## src/rtl/mips_pkg.sv

```systemverilog
// Shared definitions for the HI/LO multiply/divide unit: funct codes,
// sequencer states and operation kinds.
package mips_pkg;

  localparam logic [5:0] FUNCT_MFHI  = 6'b010000;
  localparam logic [5:0] FUNCT_MTHI  = 6'b010001;
  localparam logic [5:0] FUNCT_MFLO  = 6'b010010;
  localparam logic [5:0] FUNCT_MTLO  = 6'b010011;
  localparam logic [5:0] FUNCT_MULT  = 6'b011000;
  localparam logic [5:0] FUNCT_MULTU = 6'b011001;
  localparam logic [5:0] FUNCT_DIV   = 6'b011010;
  localparam logic [5:0] FUNCT_DIVU  = 6'b011011;

  typedef enum logic [1:0] {IDLE, RUN, FIX} state_e;
  typedef enum logic [1:0] {MUL, MULU, DIV, DIVU} op_kind_e;

  function automatic logic is_muldiv(input logic [5:0] funct);
    return (funct == FUNCT_MULT) || (funct == FUNCT_MULTU) ||
           (funct == FUNCT_DIV)  || (funct == FUNCT_DIVU);
  endfunction

  function automatic op_kind_e op_of(input logic [5:0] funct);
    case (funct)
      FUNCT_MULTU: return MULU;
      FUNCT_DIV:   return DIV;
      FUNCT_DIVU:  return DIVU;
      default:     return MUL;
    endcase
  endfunction

endpackage

```

## src/rtl/muldiv_datapath.sv

```systemverilog
// Iterative unsigned shift-add multiplier / restoring divider on magnitudes.
// Multiply: {acc,q} holds the product; divide: q is quotient, acc remainder.
module muldiv_datapath #(
  parameter int WIDTH = 32
) (
  input  logic             clk,
  input  logic             reset,
  input  logic             load_i,
  input  logic             step_i,
  input  logic             div_i,
  input  logic [WIDTH-1:0] q_init_i,
  input  logic [WIDTH-1:0] m_init_i,
  output logic [WIDTH-1:0] acc_o,
  output logic [WIDTH-1:0] q_o
);

  logic [WIDTH-1:0] acc_q, acc_d;
  logic [WIDTH-1:0] q_q, q_d;
  logic [WIDTH-1:0] m_q;
  logic [WIDTH:0]   sum;
  logic [WIDTH:0]   rem_sh;
  logic [WIDTH+1:0] diff;
  logic             ge;

  always_comb begin
    sum    = {1'b0, acc_q} + (q_q[0] ? {1'b0, m_q} : '0);
    rem_sh = {acc_q, q_q[WIDTH-1]};
    diff   = {1'b0, rem_sh} - {2'b00, m_q};
    // rem_sh < 2*m always, so a non-borrowing difference fits in WIDTH bits
    ge     = (diff[WIDTH+1:WIDTH] == 2'b00);
    if (div_i) begin
      acc_d = ge ? diff[WIDTH-1:0] : rem_sh[WIDTH-1:0];
      q_d   = {q_q[WIDTH-2:0], ge};
    end else begin
      acc_d = sum[WIDTH:1];
      q_d   = {sum[0], q_q[WIDTH-1:1]};
    end
  end

  always_ff @(posedge clk) begin
    if (reset) begin
      acc_q <= '0;
      q_q   <= '0;
      m_q   <= '0;
    end else if (load_i) begin
      acc_q <= '0;
      q_q   <= q_init_i;
      m_q   <= m_init_i;
    end else if (step_i) begin
      acc_q <= acc_d;
      q_q   <= q_d;
    end
  end

  assign acc_o = acc_q;
  assign q_o   = q_q;

endmodule

```

## src/rtl/muldiv_sequencer.sv

```systemverilog
// MIPS HI/LO multiply/divide sequencer: FSM, iteration counter, sign fix-up
// and the HI/LO registers.
//   state | meaning
//   IDLE  | waiting; accepts mult/div start and mthi/mtlo writes
//   RUN   | one datapath iteration per cycle, WIDTH cycles
//   FIX   | sign-correct the magnitudes and write HI/LO
module muldiv_sequencer
  import mips_pkg::*;
#(
  parameter int WIDTH = 32
) (
  input  logic             clk,
  input  logic             reset,
  input  logic             start,
  input  logic [5:0]       funct,
  input  logic [WIDTH-1:0] srca,
  input  logic [WIDTH-1:0] srcb,
  output logic             busy,
  output logic             done,
  output logic [WIDTH-1:0] hi,
  output logic [WIDTH-1:0] lo
);

  localparam int CW = $clog2(WIDTH);
  localparam logic [CW-1:0] CNT_LAST = CW'(WIDTH - 1);

  state_e           state_q;
  op_kind_e         op_q, op_in;
  logic [CW-1:0]    cnt_q;
  logic             neg_q, rneg_q;
  logic             busy_q, done_q;
  logic [WIDTH-1:0] hi_q, lo_q;

  logic             start_md, signed_in, a_neg, b_neg, dp_load, dp_div;
  logic [WIDTH-1:0] a_mag, b_mag, q_init, m_init, dp_acc, dp_q;
  logic [2*WIDTH-1:0] prod_fix;
  logic [WIDTH-1:0] quot_fix, rem_fix;

  always_comb begin
    op_in     = op_of(funct);
    start_md  = start && is_muldiv(funct);
    signed_in = (op_in == MUL) || (op_in == DIV);
    a_neg     = signed_in && srca[WIDTH-1];
    b_neg     = signed_in && srcb[WIDTH-1];
    a_mag     = a_neg ? -srca : srca;
    b_mag     = b_neg ? -srcb : srcb;
    // multiplier shifts through q; dividend shifts out of q
    if ((op_in == MUL) || (op_in == MULU)) begin
      q_init = b_mag;
      m_init = a_mag;
    end else begin
      q_init = a_mag;
      m_init = b_mag;
    end
    dp_load  = (state_q == IDLE) && start_md;
    dp_div   = (op_q == DIV) || (op_q == DIVU);
    prod_fix = neg_q ? -{dp_acc, dp_q} : {dp_acc, dp_q};
    quot_fix = neg_q ? -dp_q : dp_q;
    rem_fix  = rneg_q ? -dp_acc : dp_acc;
  end

  muldiv_datapath #(.WIDTH(WIDTH)) u_datapath (
    .clk      (clk),
    .reset    (reset),
    .load_i   (dp_load),
    .step_i   (state_q == RUN),
    .div_i    (dp_div),
    .q_init_i (q_init),
    .m_init_i (m_init),
    .acc_o    (dp_acc),
    .q_o      (dp_q)
  );

  always_ff @(posedge clk) begin
    if (reset) begin
      state_q <= IDLE;
      op_q    <= MUL;
      cnt_q   <= '0;
      neg_q   <= 1'b0;
      rneg_q  <= 1'b0;
      busy_q  <= 1'b0;
      done_q  <= 1'b0;
      hi_q    <= '0;
      lo_q    <= '0;
    end else begin
      done_q <= 1'b0;
      case (state_q)
        IDLE: begin
          if (start_md) begin
            state_q <= RUN;
            busy_q  <= 1'b1;
            cnt_q   <= '0;
            op_q    <= op_in;
            neg_q   <= a_neg ^ b_neg;
            rneg_q  <= a_neg;
          end else if (start && (funct == FUNCT_MTHI)) begin
            hi_q <= srca;
          end else if (start && (funct == FUNCT_MTLO)) begin
            lo_q <= srca;
          end
        end
        RUN: begin
          cnt_q <= cnt_q + CW'(1);
          if (cnt_q == CNT_LAST) begin
            state_q <= FIX;
            cnt_q   <= '0;
          end
        end
        FIX: begin
          state_q <= IDLE;
          busy_q  <= 1'b0;
          done_q  <= 1'b1;
          if (dp_div) begin
            hi_q <= rem_fix;
            lo_q <= quot_fix;
          end else begin
            {hi_q, lo_q} <= prod_fix;
          end
        end
        default: begin
          state_q <= IDLE;
          busy_q  <= 1'b0;
        end
      endcase
    end
  end

  assign busy = busy_q;
  assign done = done_q;
  assign hi   = hi_q;
  assign lo   = lo_q;

endmodule
```

## config.mk

```make
export PLATFORM = sky130hd
export DESIGN_NAME = muldiv_sequencer
export DESIGN_NICKNAME = d
export VERILOG_FILES = /design/src/rtl/mips_pkg.sv /design/src/rtl/muldiv_datapath.sv /design/src/rtl/muldiv_sequencer.sv
export SDC_FILE = /design/constraint.sdc
export NUM_CORES = 1
export LEC_CHECK = 0
export CELL_PAD_IN_SITES_DETAIL_PLACEMENT = 1
export CELL_PAD_IN_SITES_GLOBAL_PLACEMENT = 1
export CORE_ASPECT_RATIO = 0.8
export CORE_UTILIZATION = 47
export CTS_BUF_LIST = sky130_fd_sc_hd__clkbuf_4
export DETAILED_ROUTE_END_ITERATION = 8
export PLACE_DENSITY_LB_ADDON = 0.08
export SYNTH_ARGS = -nofsm -noshare
export SYNTH_HDL_FRONTEND = slang
export SYNTH_SLANG_ARGS = --single-unit
export TNS_END_PERCENT = 50
```

## constraint.sdc

```tcl
create_clock -name clk -period 5.8 [get_ports clk]
set_input_delay 1.16 -clock clk [delete_from_list [all_inputs] [get_ports clk]]
set_output_delay 1.16 -clock clk [all_outputs]
set_load 0.005 [all_outputs]
```

# [After elaboration in Yosys (flattened, before gate mapping)]
# Cells that the tools add are included.
[word_totals] ff_bits=173 input_bits=73 wordCells=98
[op_classes] muxes=32 n_bitwise=2 reduce_logical=25 n_addsub=8 eq_ne=19
[op_table] cell="2-to-1 mux 32 bit" count=19
[op_table] cell="negator 32 bit" count=4
[op_table] cell="case mux 32 bit (2 select lines)" count=2
[op_table] cell="2-to-1 mux 64 bit" count=1
[op_table] cell="negator 64 bit" count=1
[op_table] cell="equality test 6 x 5 -> 1 bit, second input constant" count=6
[op_table] cell="subtractor 33 x 32 -> 34 bit" count=1
[op_table] cell="adder 32 x 33 -> 33 bit" count=1
[op_table] cell="2-to-1 mux 5 bit" count=2
[op_table] cell="case mux 5 bit (2 select lines)" count=1
[op_table] cell="equality test 2 bit, second input constant" count=4
[op_table] cell="!= test 2 bit, second input constant" count=4
[op_table] cell="AND reduction 2 bit" count=4
[op_table] cell="logical AND 1 bit" count=6
[op_table] cell="zero test 2 bit" count=3
[op_table] cell="logical OR 1 bit" count=6
[op_table] cell="case mux 2 bit (3 select lines)" count=1
[op_table] cell="nonzero test 2 bit" count=3
[op_table] cell="adder 5 x 1 -> 5 bit, second input constant" count=1
[op_table] cell="equality test 5 bit, second input constant" count=1
[op_table] cell="equality test 2 x 1 -> 1 bit, second input constant" count=2
[op_table] cell="2-to-1 mux 2 bit" count=2
[op_table] cell="!= test 2 x 1 -> 1 bit, second input constant" count=2
[op_table] cell="case mux 2 bit (2 select lines)" count=1
[op_table] cell="7 further kinds" count=8

# [Longest topological paths before layout]
# Gate-level depths: netlist of run 1.
[logic_depth] ltp_word=8 depth_mapped=16

# [Cells and area by module]
# Synthesis of run 1 repeated with hierarchy kept, for this count alone.
[unflattened] cells_unflattened=1974 hier_area_um2=14901.8
[modules_own_cells] module="muldiv_datapath" cells_per_inst=1049 area_each_um2=7980.2 n_inst=1
[modules_own_cells] module="muldiv_sequencer" cells_per_inst=925 area_each_um2=6921.6 n_inst=1

# [Worst setup path before layout of run 1]
# No wires, ideal clock.
[synth_timing] kind="input to register" from="in srcb[6]" to="reg u_datapath.m_q[30]" arrival_ps=3350 path_buffers=0 setup_slack_ps=2322 required_time_ps=5672 setup_time_ps=128 path_stages=10 path_cell_list="or4_1 nor4b_2 nand2_1 o41ai_2 o21ai_2 a21oi_1 xor2_1 a211oi_1 a21oi_1 nor2_1"
[synth_between] elab_chain_len=3
[synth_lines] element="start, declared" line="muldiv_sequencer.sv:17" rtl="input logic [WIDTH-1:0] srcb,"
[synth_lines] element="negator 32 bit" line="muldiv_sequencer.sv:46" rtl="b_mag = b_neg ? -srcb : srcb;"
[synth_lines] element="2-to-1 mux 32 bit" line="muldiv_sequencer.sv:46"
[synth_lines] element="2-to-1 mux 32 bit" line="muldiv_sequencer.sv:48" rtl="if ((op_in == MUL) || (op_in == MULU)) begin"
[synth_lines] element="end signal, assigned" line="muldiv_datapath.sv:48" rtl="m_q <= m_init_i;"
[synth_lines] element="end, declared" line="muldiv_datapath.sv:19" rtl="logic [WIDTH-1:0] m_q;"
# No other way between the ends.
# A chain may end at the register's enable or synchronous reset.

# [Final worst setup path of run 1]
[layout_timing] from="reg u_datapath.q_q[31] (netlist: u_datapath.q_o[31])" to="reg u_datapath.q_q[0] (netlist: u_datapath.q_o[0])"
[layout_between] elab_chain_len=5
[layout_lines] element="start, declared" line="muldiv_datapath.sv:18" rtl="logic [WIDTH-1:0] q_q, q_d;"
[layout_lines] element="start signal, assigned" line="muldiv_datapath.sv:47" rtl="q_q <= q_init_i;"
[layout_lines] element="start signal, assigned" line="muldiv_datapath.sv:51" rtl="q_q <= q_d;"
[layout_lines] element="subtractor 33 x 32 -> 34 bit" line="muldiv_datapath.sv:28" rtl="diff = {1'b0, rem_sh} - {2'b00, m_q};"
[layout_lines] element="zero test 2 bit" line="muldiv_datapath.sv:30" rtl="ge = (diff[WIDTH+1:WIDTH] == 2'b00);"
[layout_lines] element="2-to-1 mux 32 bit" line="muldiv_datapath.sv:31" rtl="if (div_i) begin"
[layout_lines] element="2-to-1 mux 32 bit" line="muldiv_datapath.sv:49" rtl="end else if (step_i) begin"
[layout_lines] element="2-to-1 mux 32 bit" line="muldiv_datapath.sv:45" rtl="end else if (load_i) begin"
# No other way between the ends. The select of a mux whose other input is x is not followed.

==> run metrics, run 1 <==
H-tree depth 4; Root Buffer clkbuf_4; CTS tree built; endpoints failing setup 0; Placed Instances 2456; Setup TNS Final 0 ns; LEAKAGE 0.00601 uW; hold_buf cts 0; most common cell after layout, fill and taps aside nor2_1; DR iter-0 viols 1666; # rows 57; Syn-to-layout area delta 12.6%; Critical Path AT 5.08 ns; Global Route Usage Sum 0.386; Cells on Worst Hold Path 2; vias 16000; sequential share of the synthesized area 0.238; drt drc 2; Tmin final 4.54 ns; Clock Tree Buf Depth 2; most frequent cells in the layout nor2_1 (269), a21oi_1 (266), nand2_1 (215); DP Wirelength 47700 um; nets 2207; Data required, critical path 6.33 ns; clock slew at reported path FFs 0.18 ns; Crit Path Category reg2reg; critical path fanouts, max 36; Final Instance Area 16300 um2; largest net degree at the start of global routing 79; number of max-cap violations 0; Pwr Density 178 nW/um2; Hold Violations, Final 0; Post-CTS Setup Bufs 0; IO Pins 139; top_reg_cell synth dfxtp_1; initial antenna violation count 1; layout cells sized above 1 0.0439; drt via density 6.44; crit end category register; Synth cell types 79; #FFs+latches synth 172; area of the die 31500 um2; global-route wire length before repair 92100 um; Layout Cells excl Fill 2490; post-cts sizing count 0; Worst VDD drop 0.131 mV; Worst-Skew Late Latency 0.67 ns; CP Launch Type register; Sink Count 172; outcome complete, but fails checks; Placed Area 16000 um2; RSZ-0062 raised after global routing false; gr ovfl total 0; count of pins over their slew limit 0; synthesized instance count 2025; Wirelength per Cell 24.6 um; IO buf count 138; Routed WL 61200 um; share of flip-flops with an asynchronous set or reset 0; starting density of the core 0.478; Cell Area, Synth 14500 um2; skew final 0.0222 ns; Die Ht 159 um; Yosys warning total 0; Power Total 2900 uW; violations in the final reports design-rule violations; antenna viol nets, final 0; Routability Congestion 0.966; Max transition margin 0.254; Post-Syn Nets 2170; EDFF count, synth 0; Num CTS Buffers 17; total core area 30300 um2; Avg Inst Size Synth 7.15 um2; vias in the first global route 15300; Worst Hold Margin 0.466 ns; Chip Width 198 um; fin crit share 0.783; f_max 220 MHz; Worst-Margin Slew 1.12 ns; cells on worst reg2reg path 13; DRT Pass-1 Iters 9; min-delay worst type reg2reg
[path summary, 6_finish.rpt]
check	from	endpoint	slack (ns)
max	u_datapath.q_o[31]$_SDFFE_PP0P_	u_datapath.q_o[0]$_SDFFE_PP0P_	1.26
min	u_datapath.m_q[14]$_SDFFE_PP0P_	u_datapath.m_q[14]$_SDFFE_PP0P_	0.47
max reg2reg	u_datapath.q_o[31]$_SDFFE_PP0P_	u_datapath.q_o[0]$_SDFFE_PP0P_	1.26
min reg2reg	u_datapath.m_q[14]$_SDFFE_PP0P_	u_datapath.m_q[14]$_SDFFE_PP0P_	0.47
[state kept, by name (all words and copies together), names as in the netlist]
signal,cells
busy,1
cnt_q,5
done,1
hi,32
lo,32
neg_q,1
op_q,1
rneg_q,1
state_q,2
u_datapath.acc_o,32
u_datapath.m_q,32
u_datapath.q_o,32
[report_power, final]
| part | internal, uW | switching [uW] |
|---|---|---|
| sequential | 1200 | 40.6 |
| combinational | 334 | 574 |
| clock | 192 | 559 |
| total | 1730 | 1170 |
[synthesized netlist by cell type, drive strengths merged, types with 3 or more instances]
cell type  instances  area (um2)
nand4             14        87.6
and2               7        46.3
o221ai             7        61.3
nor2b             14        87.6
or4               14         109
a221oi             3        26.3
nor4              19         140
nor3b              7        52.6
a21boi             5        37.5
a41oi              3        26.3
xnor2             80         701
mux2               4        45.0
inv               59         221
a31oi             13        81.3
a31o               5        43.8
and3              11        68.8
dfxtp            172        3440
o31a               4        35.0
clkbuf           121         454
o41ai             15         173
o31ai             19         143
buf               23         119
a2111oi            7        67.6
nor2             269        1010
nand3             30         150
nor3              32         165
o21ai            113         569
nand2b            22         145
xor2              91         797
a211oi            67         503
nand2            215         807
o211ai            83         623
o21a               9        67.6
a311oi             9        78.8
nand4b             3        26.3
a21o              20         150
o22ai              6        37.5
mux2i             45         450
o21bai             6        45.0
or3               15        93.8
a21oi            267        1340
ha                70         876
[worst max-delay path, stage by stage (launching register included)]
cell and delay (ns):
dfxtp_1 0.51, inv_1 0.19, ha_1 0.28, fa_1 0.39, nand2b_1 0.22, a21oi_1 0.32
o2111ai_1 0.35, a21oi_1 0.36, o21a_1 0.16, a21o_1 0.56, buf_12 0.29, nand2_1 0.10
o211a_1 0.17, a2111oi_0 0.48
[routing by layer]
metal,GRT usage,vias up,share of wire
li1,-,7369,-
met1,0.575,7822,0.46
met2,0.527,762,0.40
met3,0.103,81,0.11
met4,0.126,0,0.029
met5,0,-,0
[stage by stage]
stage | setup WS, ns | util
global route | 1.05 | 0.538
global placement | 1.33 | 0.529
CTS | 1.39 | 0.538
detailed placement | 1.17 | 0.529
finish | 1.26 | 0.538
floorplan | 2.32 | -
[logic make-up (layout without fill, tap and decap cells)]
kind of cell	after synthesis	count (layout)	synth area share
simple gates	679	679	0.211
compound gates	678	678	0.295
buf+inv	204	254	0.0551
flops	172	172	0.238
xor+xnor	171	171	0.103
fa+ha+maj	72	72	0.0632
mux	49	49	0.0342
other cells	0	2	0
[area by class of cell]
type	count	area, um2
fill	3941	14000
multi-input combinational	1649	10300
sequential	172	3440
timing repair buffer	162	1570
tap	413	517
inverter	60	225
clock inverter	15	148
clock buffer	17	128
antenna	2	5.00
Power figures use the tool's default switching activity.
==> run 2: changes to the inputs <==
Settings changed: CORE_UTILIZATION 47 to 40.
Clock period 5.8 ns to 3.7 ns, I/O delays scaled along.
==> run 2 against run 1 <==
  * The flow now finishes without violations
  * Clock-buffer cell count unchanged
  * Cell area increased by 7.1%
  * Sequential power increased by 56%
  * Maximum frequency increased by 27%
  * Routed wire length increased by 5.2%
  * Global-route usage decreased by 4.2 points
  * Worst setup slack got worse by 1.1 ns
  * Register-to-register slack got worse by 1.1 ns
  * Via count increased by 1.7%
  * Total power increased by 64%
  * First-iteration DRC count decreased by 6.7%
  * Non-clock buffer count increased by 125
==> run metrics, run 2 (synthesis results as in run 1) <==
number of max-cap violations 0 (unchanged); Chip Width 215 um (+8.3%); cells on worst reg2reg path 15 (+2); outcome complete, no violations; initial antenna violation count 4 (+3); critical path fanouts, max 8 (-78%); Syn-to-layout area delta 20.6%; area of the die 37000 um2 (+17%); Pwr Density 272 nW/um2 (+53%); Slowest-stage cell, CP fa_1; Routed WL 64400 um (+5.2%); Worst-Margin Slew 0.914 ns (-0.205 ns); nets 2332 (+5.7%); met1 Track Usage GR 0.501 (-0.0738); LEAKAGE 0.00671 uW (+12%); CTS tree built; min-delay worst type in2reg; H-tree depth 4 (unchanged); Worst-Skew Late Latency 0.69 ns (+0.02 ns); starting density of the core 0.412 (-0.0662); Root Buffer clkbuf_4; grt met2 use 0.478 (-0.0484); drt drc 0 (-2); # rows 61 (+7.0%); Critical Path AT 4.16 ns (-0.92 ns); global-route wire length before repair 95500 um (+3.7%); Die Ht 172 um (+8.3%); IO Pins 139 (unchanged); gr ovfl total 0 (unchanged); drt via density 6.10 (-5.3%); Wirelength per Cell 24.1 um (-2.1%); most common cell after layout, fill and taps aside nor2_1; fin crit share 0.968 (+0.184); largest net degree at the start of global routing 103 (+30%); Sink Count 172 (unchanged); Crit Path Category reg2reg; IO buf count 138 (unchanged); Routability Congestion 0.985 (+2.0%); antenna viol nets, final 0 (unchanged); Setup TNS Final 0 ns (unchanged); Worst Hold Margin 0.453 ns (-0.0132 ns); Num CTS Buffers 17 (unchanged); hold_buf cts 0 (unchanged); endpoints failing setup 0 (unchanged); vias in the first global route 15600 (+2.0%); Cells on Worst Hold Path 3 (+1); Crit path largest cell delay 0.44 ns (-0.12 ns); fill count 4490 (+14%); critical-path cell list buf_4, and2_1, ha_1, fa_1, a211oi_1, o21ai_1, nand4_1, a21oi_1, nor2_1, buf_4, o21ai_1, a31oi_1, o221ai_1, a211oi_1, o32ai_1; Clock Tree Buf Depth 2 (unchanged); DR iter-0 viols 1555 (-6.7%); most frequent cells in the layout nor2_1 (268), a21oi_1 (264), nand2_1 (215); GR peak layer met1; Max transition margin 0.391 (+0.137); crit end category register; Global Route Usage Sum 0.344 (-0.0420); clock slew at reported path FFs 0.18 ns (about the same); DP Wirelength 51100 um (+7.3%); layout cells sized above 1 0.102 (+0.0584); Tmin final 3.58 ns (-0.962 ns); f_max 279 MHz (+27%); Hold Violations, Final 0 (unchanged); vias 16300 (+1.7%); DRT Pass-1 Iters 7 (-2); met3 Track Usage GR 0.100 (-0.00289); CP Launch Type register; total core area 35200 um2 (+16%); skew final 0.0386 ns (+0.0164 ns); Data required, critical path 4.28 ns (-2.05 ns); count of pins over their slew limit 0 (unchanged); Worst VDD drop 0.283 mV (+120%)
## run 2: through the flow
step | total power (uW) | area, um2 | worst slack (ns) | instances | util
after floorplan | 2880 | 14500 | 0.490 | 2025 | -
after global placement | 3450 | 17100 | 0.147 | 2640 | 0.486
after detailed placement | 3480 | 17100 | -0.00244 | 2640 | 0.486
after CTS | 4730 | 17400 | 0.0632 | 2672 | 0.495
after global routing | 4960 | 17500 | -0.0308 | 2674 | 0.496
final | 4750 | 17500 | 0.119 | 2674 | 0.496
## run 2: final timing paths
| check | startpoint | end | slack (ns) |
|---|---|---|---|
| hold / removal | funct[1] | op_q[1]$_SDFFE_PP0P_ | 0.45 |
| setup reg to reg | u_datapath.q_o[0]$_SDFFE_PP0P_ | u_datapath.acc_o[31]$_SDFFE_PP0P_ | 0.12 |
| setup / recovery | u_datapath.q_o[0]$_SDFFE_PP0P_ | u_datapath.acc_o[31]$_SDFFE_PP0P_ | 0.12 |
| hold reg to reg | u_datapath.m_q[6]$_SDFFE_PP0P_ | u_datapath.m_q[6]$_SDFFE_PP0P_ | 0.47 |
## run 2: power by group
part | switching [uW] | total [uW] | internal, uW
logic | 946 | 1560 | 615
clock network | 829 | 1260 | 428
registers | 50.7 | 1930 | 1880
## run 2: worst max-delay path: cells and delay by family, from the launching register on
family	cells	cell delay, ns
compound gates	8	1.52
fa+ha+maj	2	0.69
simple gates	3	0.59
flops	1	0.35
buf+inv	2	0.33
## run 2: cell type report
type	instances	area [um2]	share of cell area
multi-input cells	1649	10300	0.590
flip-flops and latches	172	3450	0.197
repair buffers	287	2580	0.148
well taps	472	591	0.0338
inverters	60	225	0.0129
clock inverters	15	178	0.0102
clock buffers	17	128	0.00731
diodes	2	5.00	0.000287
## run 2: layer usage
layer  up-vias  routed length, um  share of wire
met5         -                 26        0.00040
li1       7610                  -              -
met2       636              25400           0.39
met1      7962              31000           0.48
met3        92               6340          0.098
met4         4               1630          0.025
## run 2: what timing repair did
action,in CTS,in global routing
endpoints found under the setup margin,0,20
resized for setup,0,11
buffers inserted,0,0
